[src/rtl/lfsr_gen.sv]
// lfsr_gen: Fibonacci LFSR with seed load, all-zero lockup recovery,
// wrap detection against a reference seed, and step/period measurement.
//
// There is no valid/ready handshake on this block: en and load are
// single-cycle commands sampled at each rising clk edge. load has
// priority over en, and rst has priority over both. All outputs are
// registered, so no input reaches an output combinationally.
module lfsr_gen #(
    parameter int                 WIDTH    = 7,
    parameter logic [WIDTH-1:0]   TAPS     = 7'b1000100,
    parameter logic [WIDTH-1:0]   SEED_RST = 1,
    parameter int                 CNT_W    = 16
) (
    input  logic               clk,
    input  logic               rst,
    input  logic               en,
    input  logic               load,
    input  logic [WIDTH-1:0]   seed,
    output logic [WIDTH-1:0]   data_out,
    output logic               bit_out,
    output logic               wrap,
    output logic               lockup,
    output logic [CNT_W-1:0]   step_cnt,
    output logic [CNT_W-1:0]   period
);

    localparam logic [WIDTH-1:0] ZERO_STATE = '0;
    localparam logic [CNT_W-1:0] CNT_MAX    = '1;
    localparam logic [CNT_W-1:0] CNT_ONE    = CNT_W'(1);

    // Registered state.
    logic [WIDTH-1:0] state_q, state_d;
    logic [WIDTH-1:0] ref_q,   ref_d;
    logic [CNT_W-1:0] cnt_q,   cnt_d;
    logic [CNT_W-1:0] per_q,   per_d;
    logic             wrap_q,  wrap_d;
    logic             lock_q,  lock_d;

    // Combinational helpers for one normal step.
    logic             fb;
    logic [WIDTH-1:0] step_next;
    logic [CNT_W-1:0] cnt_inc;

    // Feedback, shifted next state and saturating step count.
    always_comb begin
        fb        = ^(state_q & TAPS);
        step_next = {state_q[WIDTH-2:0], fb};
        cnt_inc   = (cnt_q == CNT_MAX) ? cnt_q : (cnt_q + CNT_ONE);
    end

    // Next-state selection: load beats en; otherwise everything holds
    // and the event pulses drop back to zero.
    always_comb begin
        state_d = state_q;
        ref_d   = ref_q;
        cnt_d   = cnt_q;
        per_d   = per_q;
        wrap_d  = 1'b0;
        lock_d  = 1'b0;

        if (load) begin
            // A zero seed would lock the register up, so it is replaced by
            // SEED_RST and reported as a lockup event. The step of a
            // simultaneous en is dropped.
            cnt_d = '0;
            if (seed != ZERO_STATE) begin
                state_d = seed;
                ref_d   = seed;
            end else begin
                state_d = SEED_RST;
                ref_d   = SEED_RST;
                lock_d  = 1'b1;
            end
        end else if (en) begin
            if (state_q == ZERO_STATE) begin
                // Corrupted all-zero state: restart from SEED_RST. ref is
                // kept, and this is never reported as a wrap.
                state_d = SEED_RST;
                cnt_d   = '0;
                lock_d  = 1'b1;
            end else begin
                state_d = step_next;
                if (step_next == ref_q) begin
                    // Cycle closed: publish its length and start over.
                    wrap_d = 1'b1;
                    per_d  = cnt_inc;
                    cnt_d  = '0;
                end else begin
                    cnt_d  = cnt_inc;
                end
            end
        end
    end

    // State register with synchronous reset; reset also discards any
    // pulse or command from the same cycle.
    always_ff @(posedge clk) begin
        if (rst) begin
            state_q <= SEED_RST;
            ref_q   <= SEED_RST;
            cnt_q   <= '0;
            per_q   <= '0;
            wrap_q  <= 1'b0;
            lock_q  <= 1'b0;
        end else begin
            state_q <= state_d;
            ref_q   <= ref_d;
            cnt_q   <= cnt_d;
            per_q   <= per_d;
            wrap_q  <= wrap_d;
            lock_q  <= lock_d;
        end
    end

    // Outputs come straight from registers.
    assign data_out = state_q;
    assign bit_out  = state_q[WIDTH-1];
    assign wrap     = wrap_q;
    assign lockup   = lock_q;
    assign step_cnt = cnt_q;
    assign period   = per_q;

endmodule

[config.mk]
export PLATFORM = sky130hd
export DESIGN_NAME = lfsr_gen
export DESIGN_NICKNAME = d
export VERILOG_FILES = /design/src/rtl/lfsr_gen.sv
export SDC_FILE = /design/constraint.sdc
export NUM_CORES = 1
export LEC_CHECK = 0
export BUFFER_PORTS_ARGS = -buffer_cell sky130_fd_sc_hd__buf_2
export CORE_MARGIN = 4
export CORE_UTILIZATION = 45
export CTS_CLUSTER_SIZE = 40
export DETAILED_ROUTE_END_ITERATION = 12
export PLACE_DENSITY = 0.69
export SLEW_MARGIN = 30
export SYNTH_ARGS = -nofsm -noshare
export SYNTH_HDL_FRONTEND = slang
export SYNTH_SLANG_ARGS = --single-unit
[constraint.sdc]
create_clock -name clk -period 5.5 [get_ports clk]
set_input_delay 0.275 -clock clk [delete_from_list [all_inputs] [get_ports clk]]
set_output_delay 0.275 -clock clk [all_outputs]
set_load 0.03 [all_outputs]
==> reports/qor.txt <==
Status - completed
Crit-path cells - ha_1, nand4_1, or4_1, o41ai_2, a22o_1
Worst Path Required - 5.75 ns
Final period utilization - 0.469
Final Skew - 0.00850 ns
Layout area overhead - 14.5%
Area taken by multi-input logic gates - 0.00136 mm²
Largest net degree at the start of global routing - 34
Max Cap Violations - 0
Commonest non-fill, non-tap cells in the layout - 52 x buf_2, 48 x dfxtp_1, 45 x nor2_1
Highest Clock Rate - 387 MHz
Post-CTS Setup Bufs - 0
Via Count - 2127
Slew headroom - 0.307
Grt met1 use - 0.233
Seq/Total Area, Yosys - 0.396
Mapped Nets - 293
Syn_area_per_cell - 8.64 µm²
Clock Path Buffers - 2
CTS Buf Count - 5
RSZ-0062 raised after global routing - no
Worst min path class - primary input to flop
Starting DRT DRC Count - 117
HPWL Detailed - 4190 µm
Ys Warns - 0
Routed Antenna Nets - 0
Core Util, Final - 0.537
CTS tree - done
Crit path time final - 2.58 ns
Final Slew Violations - 0
Global Route met3 Usage - 0.0329
Die width - 81.5 µm
CP arrival - 2.83 ns
Most common cell after layout, fill and taps aside - buf_2
Count of hold-fix buffers inserted at cts - 0
Critical-path top delay cell - or4_1
Setup TNS - 0 ns
Die area - 0.00664 mm²
Final GP Congestion - 0.839
Worst-Skew Late Latency - 0.30 ns
Row cnt - 26
Sink Count - 48
Most Crowded Layer GR - met2
Total core area - 0.00517 mm²
PortBufs - 52
# IOs - 53
WHS - 0.242 ns
Vias in the first global route - 1959
Crit path capture type - flop
First-pass GRT wire length - 9580 µm
Bufs and invs on worst path - 0
Fillers - 496
CP max stage delay - 0.80 ns
DR WL/cell - 15.2 µm
Startpoint type of the worst setup path - flop
Yosys cell types - 49
CTS root buffer - clkbuf_8
Met2 usage - 0.326
DRC - 0
Main synth FF type - dfxtp_1
Synthesized cell area - 0.00243 mm²
P per Cell Area - 230 mW/mm²
H-tree Lvls - 2
Die H - 81.5 µm
Starting Density - 0.470
CP max FO - 16
Seq cells post-synth - 48
Final hold violation count - 0
Crit-path leading delay family - simple AND/OR/NAND/NOR gates
Slew @ Worst Pin - 1.03 ns
Final WL - 5910 µm
Total gr overflow - 0
Peak VDD IR - 0.147 mV
Antenna violations before repair - 0
P_leak - 1.12 nW
Number of setup violations in the final report - 0
Post-synth EDFFs - 0
# diodes - 0
Register area - 961 µm²
Mapped Cells - 281
Via density - 5.45
Gr usage total - 0.186
Critical path class - flop to flop
Post-CTS Resized - 0
Share of cells above drive strength 1 - 0.231
DR pass1 iterations - 4
Final #Nets - 332
Reg clk slew, reported paths - 0.09 ns
Ys async rst share - 0
cell type report:
cell class                      count  share of cell area
Tap cell                           70              0.0315
Inverter                            7             0.00945
Multi-Input combinational cell    205               0.488
Timing Repair Buffer               53              0.0963
Clock buffer                        5              0.0248
Clock inverter                      2             0.00450
Sequential cell                    48               0.346
final timing paths:
path	startpoint	cells after the start	endpoint	slack, ns
worst min register to register	period[15]	2	period[15]	0.49
worst max-delay path	step_cnt[0]	5	step_cnt[0]	2.92
worst min-delay path	seed[3]	3	data_out[3]	0.24
worst max register to register	step_cnt[0]	5	step_cnt[0]	2.92
where the power goes:
part / switching, W / total [W] / leakage, nW / internal [W]
sequential: 0.00000869 / 0.000364 / 0.390 / 0.000355
combinational: 0.0000466 / 0.0000719 / 0.691 / 0.0000253
clock: 0.000118 / 0.000204 / 0.0400 / 0.0000863
kinds of logic (layout without fill, tap and decap cells):
kind of cell             Yosys count  in the layout  share of synthesized area
buffers and inverters             28             67                     0.0505
multiplexers                      18             18                     0.0747
AO/OA/AOI/OAI                     57             57                      0.169
adder cells (fa/ha/maj)            1              1                    0.00515
flip-flops                        48             48                      0.396
XOR/XNOR                          20             20                     0.0721
AND/OR/NAND/NOR                  109            109                      0.233
through the flow:
stage | power (W) | cell area [µm²] | worst slack, ns | instances
4_1_cts | 0.000646 | 2780 | 2.95 | 390
6_report | 0.000640 | 2780 | 2.92 | 390
3_3_place_gp | 0.000443 | 2700 | 3.10 | 383
5_1_grt | 0.000668 | 2780 | 2.75 | 390
2_1_floorplan | 0.000424 | 2430 | 3.16 | 281
3_5_place_dp | 0.000444 | 2700 | 2.98 | 383
routing by layer:
metal,up-vias,wire (µm)
li1,1079,-
met1,998,2700
met2,45,2930
met3,5,225
met4,0,52
met5,-,0
synthesized netlist by cell type, types with 2 or more instances:
| library cell | instances | area (µm²) |
|---|---|---|
| nor3_1 | 9 | 45.0 |
| a21oi_1 | 16 | 80.1 |
| nand3_1 | 7 | 35.0 |
| and3_1 | 2 | 12.5 |
| clkbuf_1 | 9 | 33.8 |
| a211oi_2 | 2 | 25.0 |
| buf_2 | 9 | 45.0 |
| nor4_1 | 5 | 31.3 |
| nor2_1 | 45 | 169 |
| clkbuf_2 | 2 | 10.0 |
| or4_1 | 3 | 22.5 |
| o31ai_1 | 3 | 22.5 |
| a22o_1 | 4 | 35.0 |
| o21ai_1 | 2 | 10.0 |
| mux2i_1 | 17 | 170 |
| dfxtp_1 | 48 | 961 |
| inv_1 | 7 | 26.3 |
| and2_1 | 2 | 12.5 |
| or3_4 | 2 | 22.5 |
| nand2_1 | 14 | 52.6 |
| o21ai_0 | 5 | 25.0 |
| a32o_1 | 2 | 20.0 |
| nor2b_1 | 2 | 12.5 |
| xnor2_1 | 13 | 114 |
| nand2b_1 | 2 | 12.5 |
| a221o_1 | 2 | 20.0 |
| o21bai_1 | 2 | 15.0 |
| or3_1 | 5 | 31.3 |
| a211oi_1 | 9 | 67.6 |
| nand4_1 | 6 | 37.5 |
| xor2_1 | 7 | 61.3 |
sequential cells by signal (all words and copies together) (netlist names):
signal    count
lockup        1
period       16
step_cnt     16
wrap          1
ref_q         7
data_out      7
worst min-delay path, cell delays in order:
cell and delay (ns):
buf_2 0.11, a21oi_1 0.06, nor2_1 0.07
No activity file was read; power rests on OpenSTA's default activity.
